## src/rtl/sram_req_arbiter_pkg.sv

```systemverilog
// Shared definitions for the sram-like request arbiter: source tags,
// transfer size codes and the lock state encoding.
package sram_req_arbiter_pkg;
  // Source tag stored per outstanding transaction
  localparam logic SRC_INST = 1'b0;
  localparam logic SRC_DATA = 1'b1;

  // sram-like transfer size codes
  localparam logic [1:0] SIZE_BYTE = 2'd0;
  localparam logic [1:0] SIZE_HALF = 2'd1;
  localparam logic [1:0] SIZE_WORD = 2'd2;

  // Starvation counter saturates here (4-bit counter)
  localparam logic [3:0] STARVE_SAT = 4'd15;

  typedef enum logic {LK_FREE, LK_HELD} lock_state_t;
endpackage

```

## src/rtl/sram_req_arbiter_if.sv

```systemverilog
// One sram-like split-transaction port. The master side presents the
// request; the slave side answers with addr_ok / data_ok / rdata.
interface sram_req_arbiter_if;
  logic        req;
  logic        wr;
  logic [1:0]  size;
  logic [3:0]  wstrb;
  logic [31:0] addr;
  logic [31:0] wdata;
  logic        addr_ok;
  logic        data_ok;
  logic [31:0] rdata;

  modport master (output req, wr, size, wstrb, addr, wdata,
                  input  addr_ok, data_ok, rdata);
  modport slave  (input  req, wr, size, wstrb, addr, wdata,
                  output addr_ok, data_ok, rdata);
endinterface

```

## src/rtl/sram_req_arbiter_resp_order_fifo.sv

```systemverilog
// Tag FIFO remembering which requester issued each outstanding transaction,
// so responses can be steered back in issue order.
module resp_order_fifo #(
  parameter int DEPTH = 4
) (
  input  logic                   clk,
  input  logic                   resetn,
  input  logic                   push,
  input  logic                   pop,
  input  logic                   din,
  output logic                   head,
  output logic [$clog2(DEPTH):0] count,
  output logic                   full,
  output logic                   empty
);
  localparam int AW = $clog2(DEPTH);

  logic [DEPTH-1:0] tags;
  logic [AW-1:0]    wptr, rptr;

  // Storage, pointers (wrap naturally, DEPTH is a power of two) and occupancy
  always_ff @(posedge clk or negedge resetn) begin
    if (!resetn) begin
      tags  <= '0;
      wptr  <= '0;
      rptr  <= '0;
      count <= '0;
    end else begin
      if (push) begin
        tags[wptr] <= din;
        wptr       <= wptr + 1'b1;
      end
      if (pop) rptr <= rptr + 1'b1;
      case ({push, pop})
        2'b10:   count <= count + 1'b1;
        2'b01:   count <= count - 1'b1;
        default: count <= count;
      endcase
    end
  end

  assign head  = tags[rptr];
  assign full  = (count == (AW+1)'(DEPTH));
  assign empty = (count == '0);
endmodule

```

## src/rtl/sram_req_arbiter.sv

```systemverilog
// Shares one sram-like port between instruction fetch and data access.
// Address phases are arbitrated (data first, inst after a starvation limit),
// a stalled grant is locked until accepted, and responses are returned to
// their issuer strictly in issue order.
module sram_req_arbiter
  import sram_req_arbiter_pkg::*;
#(
  parameter int MAX_OUTSTANDING = 4,
  parameter int STARVE_LIMIT    = 3
) (
  input  logic                clk,
  input  logic                resetn,
  sram_req_arbiter_if.slave   inst,
  sram_req_arbiter_if.slave   data,
  sram_req_arbiter_if.master  mem,
  output logic                err_unexp_ok
);
  localparam int CW = $clog2(MAX_OUTSTANDING) + 1;

  lock_state_t lock_state, lock_state_n;
  logic        lock_sel, lock_sel_n;
  logic [3:0]  starve_cnt;
  logic        sel_valid, sel, sel_req, hs;
  logic        fifo_push, fifo_pop, fifo_head, fifo_full, fifo_empty;
  logic [CW-1:0] fifo_count;

  // Pick the requester: a held lock wins, else data unless inst is starving
  always_comb begin
    sel_valid = 1'b0;
    sel       = SRC_INST;
    if (lock_state == LK_HELD) begin
      sel_valid = 1'b1;
      sel       = lock_sel;
    end else if (inst.req && (!data.req || starve_cnt >= 4'(STARVE_LIMIT))) begin
      sel_valid = 1'b1;
      sel       = SRC_INST;
    end else if (data.req) begin
      sel_valid = 1'b1;
      sel       = SRC_DATA;
    end
  end

  assign sel_req = sel_valid && ((sel == SRC_INST) ? inst.req : data.req);
  // A full FIFO blocks issue even if a pop happens the same cycle
  assign mem.req = resetn && sel_req && (fifo_count < CW'(MAX_OUTSTANDING));
  assign hs      = mem.req && mem.addr_ok;

  // Request field mux, zero when nobody is selected
  always_comb begin
    mem.wr    = 1'b0;
    mem.size  = SIZE_BYTE;
    mem.wstrb = '0;
    mem.addr  = '0;
    mem.wdata = '0;
    if (sel_valid) begin
      if (sel == SRC_INST) begin
        mem.wr = inst.wr; mem.size = inst.size; mem.wstrb = inst.wstrb;
        mem.addr = inst.addr; mem.wdata = inst.wdata;
      end else begin
        mem.wr = data.wr; mem.size = data.size; mem.wstrb = data.wstrb;
        mem.addr = data.addr; mem.wdata = data.wdata;
      end
    end
  end

  assign inst.addr_ok = hs && (sel == SRC_INST);
  assign data.addr_ok = hs && (sel == SRC_DATA);

  // Lock state register
  always_ff @(posedge clk or negedge resetn) begin
    if (!resetn) begin
      lock_state <= LK_FREE;
      lock_sel   <= SRC_INST;
    end else begin
      lock_state <= lock_state_n;
      lock_sel   <= lock_sel_n;
    end
  end

  // Lock a presented-but-unaccepted grant so the request stays stable
  always_comb begin
    lock_state_n = lock_state;
    lock_sel_n   = lock_sel;
    if (mem.addr_ok) begin
      lock_state_n = LK_FREE;
    end else if (mem.req) begin
      lock_state_n = LK_HELD;
      lock_sel_n   = sel;
    end
  end

  // Count consecutive cycles inst waits while requesting
  always_ff @(posedge clk or negedge resetn) begin
    if (!resetn)                           starve_cnt <= '0;
    else if (!inst.req || inst.addr_ok)    starve_cnt <= '0;
    else if (starve_cnt != STARVE_SAT)     starve_cnt <= starve_cnt + 1'b1;
  end

  assign fifo_push = hs;
  assign fifo_pop  = mem.data_ok && !fifo_empty;

  resp_order_fifo #(.DEPTH(MAX_OUTSTANDING)) u_fifo (
    .clk   (clk),
    .resetn(resetn),
    .push  (fifo_push),
    .pop   (fifo_pop),
    .din   (sel),
    .head  (fifo_head),
    .count (fifo_count),
    .full  (fifo_full),
    .empty (fifo_empty)
  );

  // Issue is gated on occupancy, so a push never lands on a full FIFO
  assert property (@(posedge clk) disable iff (!resetn) !(fifo_push && fifo_full));

  // Steer the response to whoever issued the oldest outstanding request
  assign inst.data_ok = fifo_pop && (fifo_head == SRC_INST);
  assign data.data_ok = fifo_pop && (fifo_head == SRC_DATA);
  assign inst.rdata   = mem.rdata;
  assign data.rdata   = mem.rdata;

  // Sticky flag for a response with nothing outstanding
  always_ff @(posedge clk or negedge resetn) begin
    if (!resetn)                       err_unexp_ok <= 1'b0;
    else if (mem.data_ok && fifo_empty) err_unexp_ok <= 1'b1;
  end
endmodule

```

## src/flat_wrapper.sv

```systemverilog
// flat-port wrapper written by rule: the top's interface ports become plain ports
module sram_req_arbiter_flat import sram_req_arbiter_pkg::*;
#(
  parameter int MAX_OUTSTANDING = 4,
  parameter int STARVE_LIMIT    = 3
)
  (clk, resetn, err_unexp_ok, inst_req, inst_wr, inst_size, inst_wstrb, inst_addr, inst_wdata, inst_addr_ok, inst_data_ok, inst_rdata, data_req, data_wr, data_size, data_wstrb, data_addr, data_wdata, data_addr_ok, data_data_ok, data_rdata, mem_req, mem_wr, mem_size, mem_wstrb, mem_addr, mem_wdata, mem_addr_ok, mem_data_ok, mem_rdata);
  sram_req_arbiter_if inst_i ();
  sram_req_arbiter_if data_i ();
  sram_req_arbiter_if mem_i ();
  input  logic clk;
  input  logic resetn;
  output logic err_unexp_ok;
  input wire logic [$bits(inst_i.req)-1:0] inst_req;
  input wire logic [$bits(inst_i.wr)-1:0] inst_wr;
  input wire logic [$bits(inst_i.size)-1:0] inst_size;
  input wire logic [$bits(inst_i.wstrb)-1:0] inst_wstrb;
  input wire logic [$bits(inst_i.addr)-1:0] inst_addr;
  input wire logic [$bits(inst_i.wdata)-1:0] inst_wdata;
  output wire logic [$bits(inst_i.addr_ok)-1:0] inst_addr_ok;
  output wire logic [$bits(inst_i.data_ok)-1:0] inst_data_ok;
  output wire logic [$bits(inst_i.rdata)-1:0] inst_rdata;
  input wire logic [$bits(data_i.req)-1:0] data_req;
  input wire logic [$bits(data_i.wr)-1:0] data_wr;
  input wire logic [$bits(data_i.size)-1:0] data_size;
  input wire logic [$bits(data_i.wstrb)-1:0] data_wstrb;
  input wire logic [$bits(data_i.addr)-1:0] data_addr;
  input wire logic [$bits(data_i.wdata)-1:0] data_wdata;
  output wire logic [$bits(data_i.addr_ok)-1:0] data_addr_ok;
  output wire logic [$bits(data_i.data_ok)-1:0] data_data_ok;
  output wire logic [$bits(data_i.rdata)-1:0] data_rdata;
  output wire logic [$bits(mem_i.req)-1:0] mem_req;
  output wire logic [$bits(mem_i.wr)-1:0] mem_wr;
  output wire logic [$bits(mem_i.size)-1:0] mem_size;
  output wire logic [$bits(mem_i.wstrb)-1:0] mem_wstrb;
  output wire logic [$bits(mem_i.addr)-1:0] mem_addr;
  output wire logic [$bits(mem_i.wdata)-1:0] mem_wdata;
  input wire logic [$bits(mem_i.addr_ok)-1:0] mem_addr_ok;
  input wire logic [$bits(mem_i.data_ok)-1:0] mem_data_ok;
  input wire logic [$bits(mem_i.rdata)-1:0] mem_rdata;
  assign inst_i.req = inst_req;
  assign inst_i.wr = inst_wr;
  assign inst_i.size = inst_size;
  assign inst_i.wstrb = inst_wstrb;
  assign inst_i.addr = inst_addr;
  assign inst_i.wdata = inst_wdata;
  assign inst_addr_ok = inst_i.addr_ok;
  assign inst_data_ok = inst_i.data_ok;
  assign inst_rdata = inst_i.rdata;
  assign data_i.req = data_req;
  assign data_i.wr = data_wr;
  assign data_i.size = data_size;
  assign data_i.wstrb = data_wstrb;
  assign data_i.addr = data_addr;
  assign data_i.wdata = data_wdata;
  assign data_addr_ok = data_i.addr_ok;
  assign data_data_ok = data_i.data_ok;
  assign data_rdata = data_i.rdata;
  assign mem_req = mem_i.req;
  assign mem_wr = mem_i.wr;
  assign mem_size = mem_i.size;
  assign mem_wstrb = mem_i.wstrb;
  assign mem_addr = mem_i.addr;
  assign mem_wdata = mem_i.wdata;
  assign mem_i.addr_ok = mem_addr_ok;
  assign mem_i.data_ok = mem_data_ok;
  assign mem_i.rdata = mem_rdata;
  sram_req_arbiter #(.MAX_OUTSTANDING(MAX_OUTSTANDING), .STARVE_LIMIT(STARVE_LIMIT)) u_core (.clk(clk), .resetn(resetn), .inst(inst_i), .data(data_i), .mem(mem_i), .err_unexp_ok(err_unexp_ok));
endmodule
```

## config.mk

```make
export PLATFORM = sky130hd
export DESIGN_NAME = sram_req_arbiter_flat
export DESIGN_NICKNAME = d
export VERILOG_FILES = /design/src/rtl/sram_req_arbiter_pkg.sv /design/src/rtl/sram_req_arbiter_if.sv /design/src/rtl/sram_req_arbiter_resp_order_fifo.sv /design/src/rtl/sram_req_arbiter.sv /design/src/flat_wrapper.sv
export SDC_FILE = /design/constraint.sdc
export NUM_CORES = 1
export LEC_CHECK = 0
export CAP_MARGIN = 15
export CORE_AREA = 3 3 122 124
export DETAILED_ROUTE_END_ITERATION = 16
export DIE_AREA = 0 0 125 127
export GPL_TIMING_DRIVEN = 1
export PLACE_DENSITY = 0.64
export SETUP_SLACK_MARGIN = 0.15
export SKIP_LAST_GASP = 1
export SYNTH_ARGS = -nofsm -noshare
export SYNTH_HDL_FRONTEND = slang
export SYNTH_HIERARCHICAL = 1
export SYNTH_SLANG_ARGS = --single-unit
```

## constraint.sdc

```tcl
create_clock -name clk -period 6.74 [get_ports clk]
set_input_delay 1.011 -clock clk [delete_from_list [all_inputs] [get_ports clk]]
set_output_delay 1.011 -clock clk [all_outputs]
set_load 0.02 [all_outputs]
```

# Word level (Yosys, flattened, before mapping)
# Cells that the tools add are included.
[totals]
inputBits = 180
mem_bits_ro = 0
latchBits = 0
reg_bits = 18
output_inout_bits = 141
n_memories = 0
word_cells = 72
mem_bits_rw = 0
[classes]
n_div = 0
shifts = 0
add_sub_neg = 5
n_eq_ne = 3
mux = 26
reduce_logical = 22
order_cmp = 5
mul = 0
bitwise_logic = 3
[ops]
columns = ["op", "count"]
rows = [
  ["$mux 32", 4],
  ["$mux 4", 4],
  ["$logic_and 1x1->1", 12],
  ["$mux 1", 12],
  ["$lt 2x3->1 const B", 2],
  ["$pmux 3 s2", 1],
  ["$reduce_bool 2->1", 3],
  ["$add 2x1->2 const B", 2],
  ["$add 4x1->4 const B", 1],
  ["$bwmux 4", 1],
  ["$ge 4x2->1 const B", 1],
  ["$mux 2", 2],
  ["$ne 4x4->1 const B", 1],
  ["$add 3x1->3 const B", 1],
  ["$logic_not 1->1", 3],
  ["$logic_not 3->1", 1],
  ["$lt 3x3->1 const B", 1],
  ["$not 1->1", 3],
  ["$sub 3x1->3 const B", 1],
  ["$bmux 1 s2", 1],
  ["$demux 1 s2", 1],
  ["$eq 2x1->1 const B", 1],
  ["$eq 2x2->1 const B", 1],
  ["$ge 2x1->1 const B", 1],
  ["2 further kinds", 3],
]

# Longest topological paths before layout
[depth]
word_depth = 13
depth_mapped = 11
depth_no_buf = 10

# Modules after synthesis
# The synthesis kept the hierarchy.
[modules_own_cells]
columns = ["mod", "area_per_inst_um2", "seq_area_each_um2", "cells_each", "n_inst"]
rows = [
  ["sram_req_arbiter", 2285.9, 175.2, 342, 1],
  ["resp_order_fifo", 560.5, 275.3, 46, 1],
]

# Worst setup path after synthesis
# OpenSTA, ideal clock, no wires.
[synth_path]
path_kind = "input to output"
start = "input inst_req"
end = "output mem_addr[0]"
slack_ns = 3.707
required_time_ns = 5.729
t_arrival_ns = 2.022
cell_stages = 5
cell_sequence = "o31a_1 -> o21a_1 -> buf_6 -> buf_6 -> mux2i_1"
[synth_between]
elab_chain_len = 5
word_cells_on_any_way = 7
classes_between = "mux (6); reduce/logical (1)"
[synth_lines]
columns = ["item", "line_no", "rtl"]
rows = [
  ["start: declaration", "flat_wrapper.sv:14", "input wire logic [$bits(inst_i.req)-1:0] inst_req;"],
  ["$logic_and 1x1->1 *", "sram_req_arbiter.sv:34", "end else if (inst.req && (!data.req || starve_cnt >= 4'(STARVE_LIMIT))) begin"],
  ["$mux 1", "sram_req_arbiter.sv:34", ""],
  ["$mux 1", "sram_req_arbiter.sv:31", "if (lock_state == LK_HELD) begin"],
  ["$mux 32", "sram_req_arbiter.sv:56", "if (sel == SRC_INST) begin"],
  ["$mux 32 *", "sram_req_arbiter.sv:55", "if (sel_valid) begin"],
  ["end: declaration", "flat_wrapper.sv:36", "output wire logic [$bits(mem_i.addr)-1:0] mem_addr;"],
]
# Mark *: on every way between the ends. The rest lies on a longest branch, timed or not.

# Worst setup path after layout
[layout_path]
start = "input inst_req"
end = "output mem_addr[30]"
# Same word-level chain as after synthesis.

==> reports/results.txt <==
PnR worst setup slack -> 1.771 ns
Hold WC Path Type -> reg -> reg
RSZ-0062 raised after global routing -> no
CTS Buffer Depth -> 2
FP Rows -> 43
Final Cycle Share -> 73.72%
Clock Latency Late Sink -> 0.25 ns
final setup violation count -> 0
die area -> 0.01588 mm^2
router iterations before antenna repair -> 4
vias per inst -> 4.091
# diodes -> 0
CP Capture Type -> output pin
Fin Clk Skew -> 0.002104 ns
post-route minimum period -> 4.969 ns
Pint -> 0.6079 mW
vias in the first global route -> 3,035
Root Buffer -> clkbuf_16
die width -> 125 um
hold depth -> 1
Post-Syn Instances -> 387
setup bufs post-CTS -> 0
Final Wtd Congestion -> 0.8721
Leak Pwr -> 2.484 nW
min-delay src -> u_core/err_unexp_ok
sw power -> 0.4079 mW
Port Buffer Count -> 224
Combinational Power Share -> 68.8%
Slew @ Worst Pin -> 1.152 ns
I/O pin cnt -> 321
Layout Utilization -> 34.71%
status -> completed
pre-CTS WS -> 1.753 ns
Clock Sinks -> 18
Ys Warns -> 6
Inst Count DP -> 713
Num CTS Buffers -> 3
grt ovf -> 0
hold buffers post-CTS -> 0
switch share -> 40.16%
R2R cell count -> 10
Die H -> 127 um
Post-Layout Cell Count -> 717
core area -> 0.01388 mm^2
R2R Setup Slk -> 4.24 ns
Tot Pwr -> 1.016 mW
Max VDD drop -> 0.0002534 V
largest net degree at the start of global routing -> 64
crit path DAT -> 3.96 ns
Syn Nets -> 574
gr usage total -> 11.84%
antenna violations before repair -> 0
initial DRC count -> 53
Fillers -> 1,442
Mapped Avg Cell Area -> 7.339 um^2
DRC viols -> 0
Worst-path clk slew -> 0.05 ns
share of cells above drive strength 1 -> 2.793%
CP Class -> in -> out
Clock power frac -> 12.7%
PD cells -> 210.8 mW/mm^2
Vias -> 2,933
Slew Viols, Final -> 0
post-route antenna net violation count -> 0
critical path required time -> 5.73 ns
crit path max fanout -> 63
half-perimeter wire length after placement -> 8.199 mm
Post-Route WL -> 10.02 mm
Nets -> 725
WL/cell -> 13.98 um
worst rel slew slack -> 23.18%
Max-cap violations -> 0
Worst Hold End -> u_core/err_unexp_ok
critical path launch point type -> input port
CTS tree -> done
Post-CTS Resized -> 0
effective utilization at floorplan -> 20.46%
H-tree levels -> 1
Fin. Hold Viols -> 0
Mapped Area -> 0.002840 mm^2
Area Growth Syn to Fin -> 69.65%
Post-Route Setup TNS -> 0 ns
first-pass GRT wire length -> 15.87 mm
R2R Path End -> u_core/u_fifo/count[2]
fmax -> 0.2013 GHz
Reg power frac -> 18.5%
worst r2r src -> u_core/lock_state
area by class of cell:
class,instances,area [um^2],area share [%]
Timing Repair Buffer,227,2265,47.00
Inverter,81,304.0,6.310
Sequential cell,18,450.4,9.348
Clock buffer,4,88.84,1.844
Tap cell,180,225.2,4.674
Multi-Input combinational cell,207,1485,30.82
power by group through the flow:
stage | Combinational, mW | Clock, mW | Sequential [mW]
6_report | 0.699 | 0.129 | 0.188
4_1_cts | 0.709 | 0.133 | 0.188
2_1_floorplan | 0.456 | 0 | 0.183
3_3_place_gp | 0.686 | 0 | 0.185
3_5_place_dp | 0.703 | 0 | 0.189
5_1_grt | 0.753 | 0.140 | 0.196
layout by cell type, fill, tap and decap left out, drive strengths merged, types with 2 or more instances in the layout:
master / count
nand2b: 2
nor3: 3
ha: 6
o21ai: 3
nand2: 79
inv: 81
mux2: 4
xor2: 4
o41ai: 2
dfrtp: 18
clkdlybuf4s50: 224
mux2i: 73
nand3: 2
or3: 2
nor2: 7
clkbuf: 4
nor2b: 3
xnor2: 3
buf: 3
metrics by stage:
step,instance area [um^2],hold slack [ns]
3_5_place_dp,4730,0.4529
2_1_floorplan,2840,0.4528
4_1_cts,4818,0.4693
6_report,4818,0.4753
3_3_place_gp,4730,0.4432
5_1_grt,4818,0.5154
worst max-delay path, stage by stage:
cell and delay (ns):
clkdlybuf4s50_1 0.57, o31a_1 0.23, o21a_4 0.85, buf_4 0.33, mux2i_1 0.22, clkdlybuf4s50_1 0.64
sequential cells by signal, indices dropped and copies added (netlist names):
signal               cells
u_core/u_fifo/count      3
u_core/u_fifo/tags       4
u_core/lock_sel          1
u_core/lock_state        1
u_core/u_fifo/wptr       2
u_core/err_unexp_ok      1
u_core/u_fifo/rptr       2
u_core/starve_cnt        4
worst max-delay path by stage:
stage | start | end | slack, ns
2_1_floorplan | inst_req | mem_addr[0] | 3.71
3_3_place_gp | inst_req | mem_addr[30] | 1.86
5_1_grt | inst_req | mem_addr[30] | 1.59
6_report | inst_req | mem_addr[30] | 1.77
3_5_place_dp | inst_req | mem_addr[30] | 1.75
4_1_cts | inst_req | mem_addr[30] | 1.75
routing by layer:
metal  global-route usage (%)  up-vias  part of all wire, %
met4                    2.296        0                  1.2
met2                    20.88      174                   50
met3                    3.637       13                  8.8
met5                        0        -                    0
li1                         -     1432                    -
met1                    14.35     1314                   40
No activity file was read; power rests on OpenSTA's default activity.
